==> config.mk <==
export PLATFORM = sky130hd
export DESIGN_NAME = aom_protect_ctrl
export DESIGN_NICKNAME = d
export VERILOG_FILES = /design/src/rtl/aom_protect_ctrl.sv
export SDC_FILE = /design/constraint.sdc
export NUM_CORES = 1
export LEC_CHECK = 0
export CAP_MARGIN = 20
export CORE_UTILIZATION = 52
export DETAILED_ROUTE_END_ITERATION = 16
export PLACE_DENSITY = 0.86
export SYNTH_ARGS = -nofsm -noshare
export SYNTH_HDL_FRONTEND = slang
export SYNTH_SLANG_ARGS = --single-unit
==> constraint.sdc <==
create_clock -name clk_i -period 2.7 [get_ports clk_i]
set_clock_uncertainty 0.1 [all_clocks]
set_input_delay 0.54 -clock clk_i [delete_from_list [all_inputs] [get_ports clk_i]]
set_output_delay 0.54 -clock clk_i [all_outputs]
set_load 0.02 [all_outputs]
==> src/rtl/aom_protect_ctrl.sv <==
// AOM overload protection supervisor: debounces the overload error flags, latches a
// laser-off trip and sequences recovery through host clear, cooldown and re-arm.
module aom_protect_ctrl #(
    parameter int unsigned DEBOUNCE = 4,
    parameter int unsigned CNT_W    = 16
) (
    input  logic             clk_i,
    input  logic             rst_n_i,
    input  logic             protect_en_i,
    input  logic             aom_continuous_trig_err_i,
    input  logic             aom_integral_trig_err_i,
    input  logic             fault_clr_i,
    input  logic [31:0]      cooldown_len_i,
    output logic             laser_force_off_o,
    output logic             trip_pulse_o,
    output logic [1:0]       fault_cause_o,
    output logic [CNT_W-1:0] trip_cnt_o,
    output logic [1:0]       state_o
);

    typedef enum logic [1:0] {
        ST_DISABLED = 2'd0,
        ST_ARMED    = 2'd1,
        ST_TRIPPED  = 2'd2,
        ST_COOLDOWN = 2'd3
    } state_e;

    localparam int unsigned     DB_W    = (DEBOUNCE > 1) ? $clog2(DEBOUNCE) : 1;
    localparam logic [DB_W-1:0] DB_LAST = DB_W'(DEBOUNCE - 1);

    state_e           state_q, state_d;
    logic [DB_W-1:0]  db_cnt_q, db_cnt_d;
    logic [31:0]      cool_cnt_q, cool_cnt_d;
    logic [1:0]       cause_q, cause_d;
    logic [CNT_W-1:0] trip_cnt_q, trip_cnt_d;
    logic             pulse_q, pulse_d;
    logic             force_off_q, force_off_d;
    logic             err_any;
    logic             monitoring;
    logic             trip;

    assign err_any    = aom_continuous_trig_err_i | aom_integral_trig_err_i;
    assign monitoring = (state_q == ST_ARMED) || (state_q == ST_COOLDOWN);
    // Trip fires on the DEBOUNCE-th consecutive high cycle, so the count never exceeds DB_LAST.
    assign trip       = monitoring && err_any && (db_cnt_q == DB_LAST);

    always_comb begin
        db_cnt_d = '0;
        if (monitoring && err_any && !trip) begin
            db_cnt_d = db_cnt_q + DB_W'(1);
        end
    end

    always_comb begin
        state_d    = state_q;
        cool_cnt_d = cool_cnt_q;
        cause_d    = cause_q;
        trip_cnt_d = trip_cnt_q;
        pulse_d    = 1'b0;

        case (state_q)
            ST_DISABLED: begin
                if (protect_en_i) begin
                    state_d = ST_ARMED;
                end
            end
            ST_ARMED: begin
                if (!protect_en_i) begin
                    state_d = ST_DISABLED;
                end
            end
            ST_TRIPPED: begin
                // A clear while an error is still present is dropped, not deferred.
                if (fault_clr_i && !err_any) begin
                    state_d    = ST_COOLDOWN;
                    cool_cnt_d = cooldown_len_i;
                    cause_d    = 2'b00;
                end
            end
            ST_COOLDOWN: begin
                if (cool_cnt_q == 32'd0) begin
                    state_d = protect_en_i ? ST_ARMED : ST_DISABLED;
                end else begin
                    cool_cnt_d = cool_cnt_q - 32'd1;
                end
            end
            default: state_d = ST_DISABLED;
        endcase

        // Trip overrides any transition chosen above, including a disable in ARMED.
        if (trip) begin
            state_d = ST_TRIPPED;
            cause_d = {aom_integral_trig_err_i, aom_continuous_trig_err_i};
            pulse_d = 1'b1;
            if (trip_cnt_q != {CNT_W{1'b1}}) begin
                trip_cnt_d = trip_cnt_q + CNT_W'(1);
            end
        end

        force_off_d = (state_d == ST_TRIPPED) || (state_d == ST_COOLDOWN);
    end

    always_ff @(posedge clk_i or negedge rst_n_i) begin
        if (!rst_n_i) begin
            state_q     <= ST_DISABLED;
            db_cnt_q    <= '0;
            cool_cnt_q  <= '0;
            cause_q     <= 2'b00;
            trip_cnt_q  <= '0;
            pulse_q     <= 1'b0;
            force_off_q <= 1'b0;
        end else begin
            state_q     <= state_d;
            db_cnt_q    <= db_cnt_d;
            cool_cnt_q  <= cool_cnt_d;
            cause_q     <= cause_d;
            trip_cnt_q  <= trip_cnt_d;
            pulse_q     <= pulse_d;
            force_off_q <= force_off_d;
        end
    end

    assign laser_force_off_o = force_off_q;
    assign trip_pulse_o      = pulse_q;
    assign fault_cause_o     = cause_q;
    assign trip_cnt_o        = trip_cnt_q;
    assign state_o           = state_q;

endmodule

**Word level (Yosys, flattened, before mapping)**

Cells that the tools add are included.

- Add/sub/neg operators: 3
- Equality and inequality tests: 9
- Muxes and demuxes: 15
- Bitwise gates (word level): 1
- Reduce and logical (&&, ||, !) cells: 16

Operators by type and width:

| kind | number |
|---|---|
| 2-to-1 mux 32 bit | 2 |
| case mux 32 bit (2 select lines) | 1 |
| zero test 32 bit | 1 |
| subtractor 32 x 1 -> 32 bit, second input constant | 1 |
| 2-to-1 mux 2 bit | 9 |
| adder 16 x 1 -> 16 bit, second input constant | 1 |
| != test 16 bit, second input constant | 1 |
| equality test 2 bit, second input constant | 5 |
| case mux 2 bit (4 select lines) | 1 |
| nonzero test 2 bit | 3 |
| logical AND 1 bit | 4 |
| != test 2 bit, second input constant | 2 |
| AND reduction 2 bit | 2 |
| AND reduction 3 bit | 1 |
| adder 2 x 1 -> 2 bit, second input constant | 1 |
| equality test 2 x 1 -> 1 bit, second input constant | 1 |
| zero test 1 bit | 2 |
| zero test 2 bit | 1 |
| logical OR 1 bit | 2 |
| 2-to-1 mux 1 bit | 2 |
| bitwise OR 1 bit | 1 |

- Register bits after elaboration: 56
- Input bits: 38
- Output and inout bits: 22
- Logic and storage cells: 51

**Depth between registers and ports, before layout**

- Depth after elaboration: 8
- Mapped depth: 8

**Worst setup path before layout**

Ideal clock, no wire load.

- Kind: register -> register
- Start point: reg cool_cnt_q[0]
- End point: reg cool_cnt_q[31]
- Library setup time: 122 ps
- Data arrival time: 1930 ps
- Required time: 2478 ps
- Setup slack: 548 ps
- Stages on the path, launching flop included: 8
- Buffers on the path: 1
- Period minus slack after synthesis: 2152 ps
- Cell sequence: dfrtp_1 -> inv_1 -> ha_1 -> nor4b_2 -> nand4_4 -> o31a_1 -> buf_6 -> a32o_1

- Word-level cells in the longest chain between the ends: 3
- Elaborated cells between the ends (all ways): 6
- Those cells by class: add/sub (1); eq/ne (1); mux (2); reduce/logical (2)

Ends and longest elaborated chain:

| element | line | text |
|---|---|---|
| from (decl) | 33 | `logic [31:0] cool_cnt_q, cool_cnt_d;` |
| from (signal assigned) | 115 | `cool_cnt_q <= cool_cnt_d;` |
| subtractor 32 x 1 -> 32 bit / zero test 32 bit (equally long branches) | 84, 81 |  |
| 2-to-1 mux 32 bit / != test 2 bit (equally long branches) | n/a |  |
| case mux 32 bit (2 select lines) / AND reduction 3 bit (equally long branches) | n/a |  |

Parallel ways exist; a longest one is shown, timed or not. The select of a mux whose other input is x is not followed.
A chain may end at the register's enable or synchronous reset.

**Worst setup path after layout**

- Start point: reg cool_cnt_q[0]
- End point: reg cool_cnt_q[12]

Same word-level chain as after synthesis.

==> impl_metrics.toml <==
[timing]
worst_slew_pin_slew_ns = 0.738
finalHoldViolCount = 0
slew_headroom = 0.507
final.setup.tns_ns = 0
maxSlewViolCount = 0
finalSetupViolations = 0
period_share = 0.916
min_period_ns = 2.47
fmax_ghz = 0.404
rsz0062_at_grt = "no"
fin_ws_ns = 0.225

[status]
status = "complete, no violations"

[placement]
placed_area_um2 = 3890
dp_worst_setup_slack_ns = 0.115
io_buffers = 59
place.detailed.instances = 482
dp.final_hpwl_um = 5830
gp_routability_congestion = 0.882

[hold_path]
worst_hold_path_type = "input port to async pin"

[power]
powerDensity_nw_per_um2 = 920
finalPower_mw = 3.67
clock_power_share = 0.134
peakVddDrop_uv = 598
pwr-share-seq = 0.421
swShare = 0.435
switchingPower_mw = 1.60
pwr-share-comb = 0.445
power.internal_mw = 2.07
p_leak_nw = 1.58

[yosys]
synth_flop_cell = "dfrtp_1"
synthCells = 349
syn_area_per_cell_um2 = 9.11
ys_seq_area_frac = 0.441
synth_nets = 390
syn_area_um2 = 3180
synthArstFlopShare = 1.00
synthDistinctLibCells = 55
synth-edff-count = 0
synth_warnings = 0
ys_ff_latch = 56

[cts]
ctsLongestPathBuffers = 2
cts.clk_slew.worst_paths_ns = 0.10
cts-hold-fix-buffers = 0
cts_tree = "yes"
clkLatencyLatePin_ns = 0.32
root_buffer = "clkbuf_8"
htreeDepth = 2
cts.sinks = 56
post_cts_resized = 0
cts_setup_buffers = 0
cts-buffers-inserted = 5

[die]
core_area_um2 = 5920
num_rows = 28
start_util = 0.537
dieWidth_um = 80.2
die_h_um = 80.2
dieArea_um2 = 6430
ios = 60

[detailed_routing]
vias_per_cell = 6.17
drc = 0
routed_wl_um = 8120
wl_per_cell_um = 16.6
num_vias = 3023
ant_nets = 0
dr.pass1.iters = 4
drt_iter0_markers = 154

[layout]
drive_gt1_frac = 0.0940
syn_to_final_growth_pct = 25.3
layout.cells.non_filler = 490
n_fill_cell = 495
final_common_cell = "clkdlybuf4s50_1"
layout.nets = 455
mostFrequentLayoutCells = "clkdlybuf4s50_1 (58), dfrtp_1 (56), nand2_1 (33)"
antennaDiodeCount = 0
stdcell_area_um2 = 3990

[worst_setup_path]
startpoint = "cool_cnt_q[0]"
startpoint_type = "flip-flop"
crit_fanout = 8
crit_type = "flip-flop to flip-flop"
cp-end-kind = "flip-flop"
r2r-start = "cool_cnt_q[0]"
arrival_ns = 2.59
cp_data_required_time_ns = 2.82

[grt]
grt_pass1_vias = 2959
track_usage = 0.277
grt_pass1_wl_um = 13800
antenna_found_initial = 0
grt_max_degree = 41
overflow = 0

[job]
maxCapViolCount = 0
==> flip-flops by register name, summed over array words and instances, names as in the netlist <==
signal and count:
cool_cnt_q 32, db_cnt_q 2, laser_force_off_o 1, trip_pulse_o 1, trip_cnt_o 16, state_o 2
fault_cause_o 2
==> critical path: stages, from the launching register on <==
cell and delay (ns):
dfrtp_1 0.40, inv_1 0.12, ha_1 0.23, nor4b_2 0.24, buf_4 0.18, nand4_4 0.17
o31a_1 0.47, buf_4 0.20, o21a_1 0.10, o22a_1 0.16
==> synthesized netlist by cell type (5+ instances only) <==
library cell	instances	area, µm²
nand3_1	17	85.1
a31oi_1	6	37.5
o2bb2ai_1	6	52.6
o22ai_1	9	56.3
nand2_1	33	124
nand4_1	9	56.3
o21ai_0	31	155
dfrtp_1	56	1400
a21oi_1	31	155
xnor2_1	10	87.6
clkbuf_1	9	33.8
inv_1	6	22.5
nor2_1	28	105
and3_1	5	31.3
nor3_1	13	65.1
nor4_1	10	62.6
buf_2	6	30.0
==> cell type report <==
cell class                      count  area, µm²  area share
Clock buffer                        6       82.6      0.0207
Clock inverter                      2       10.0     0.00251
Sequential cell                    56       1400       0.352
Tap cell                           75       93.8      0.0235
Multi-Input combinational cell    270       1670       0.419
Timing Repair Buffer               75        706       0.177
Inverter                            6       22.5     0.00565
==> final timing paths <==
| check | endpoint | slack, ns | cells past startpoint |
|---|---|---|---|
| max in group asynchronous | trip_cnt_o[4] | 1.86 | 2 |
| min in group clk_i | db_cnt_q[0] | 0.35 | 1 |
| setup reg to reg | cool_cnt_q[12] | 0.23 | 9 |
| hold / removal | cool_cnt_q[6] | 0.02 | 1 |
| setup / recovery | cool_cnt_q[12] | 0.23 | 9 |
| hold reg to reg | db_cnt_q[0] | 0.35 | 1 |
==> per-stage QoR <==
step,utilization,hold slack (ns)
after floorplan,-,0.144
after detailed placement,0.658,0.341
final,0.673,0.0202
after CTS,0.673,0.0292
after global placement,0.658,0.330
after global routing,0.673,0.0374
==> cells by family after synthesis <==
group	share of synthesized area
flip-flops	0.441
AND/OR/NAND/NOR	0.250
multiplexers	0.00669
AO/OA/AOI/OAI	0.221
buffers and inverters	0.0342
XOR/XNOR	0.0358
adder cells (fa/ha/maj)	0.0118
==> layer usage <==
| metal | routed length [µm] | vias to the layer above | track usage |
|---|---|---|---|
| met5 | 0 | - | 0 |
| met4 | 152 | 0 | 0.114 |
| met3 | 511 | 18 | 0.0670 |
| met2 | 4040 | 120 | 0.460 |
| met1 | 3420 | 1443 | 0.344 |
| li1 | - | 1442 | - |
==> power by group through the flow <==
| stage | logic (mW) | clock network [mW] | registers, mW |
|---|---|---|---|
| global placement | 1.55 | 0 | 1.52 |
| global route | 1.82 | 0.526 | 1.59 |
| finish | 1.63 | 0.492 | 1.54 |
| CTS | 1.63 | 0.497 | 1.53 |
| floorplan | 1.12 | 0 | 1.51 |
| detailed placement | 1.62 | 0 | 1.54 |
Note: power is estimated with default switching activity, not from simulation.
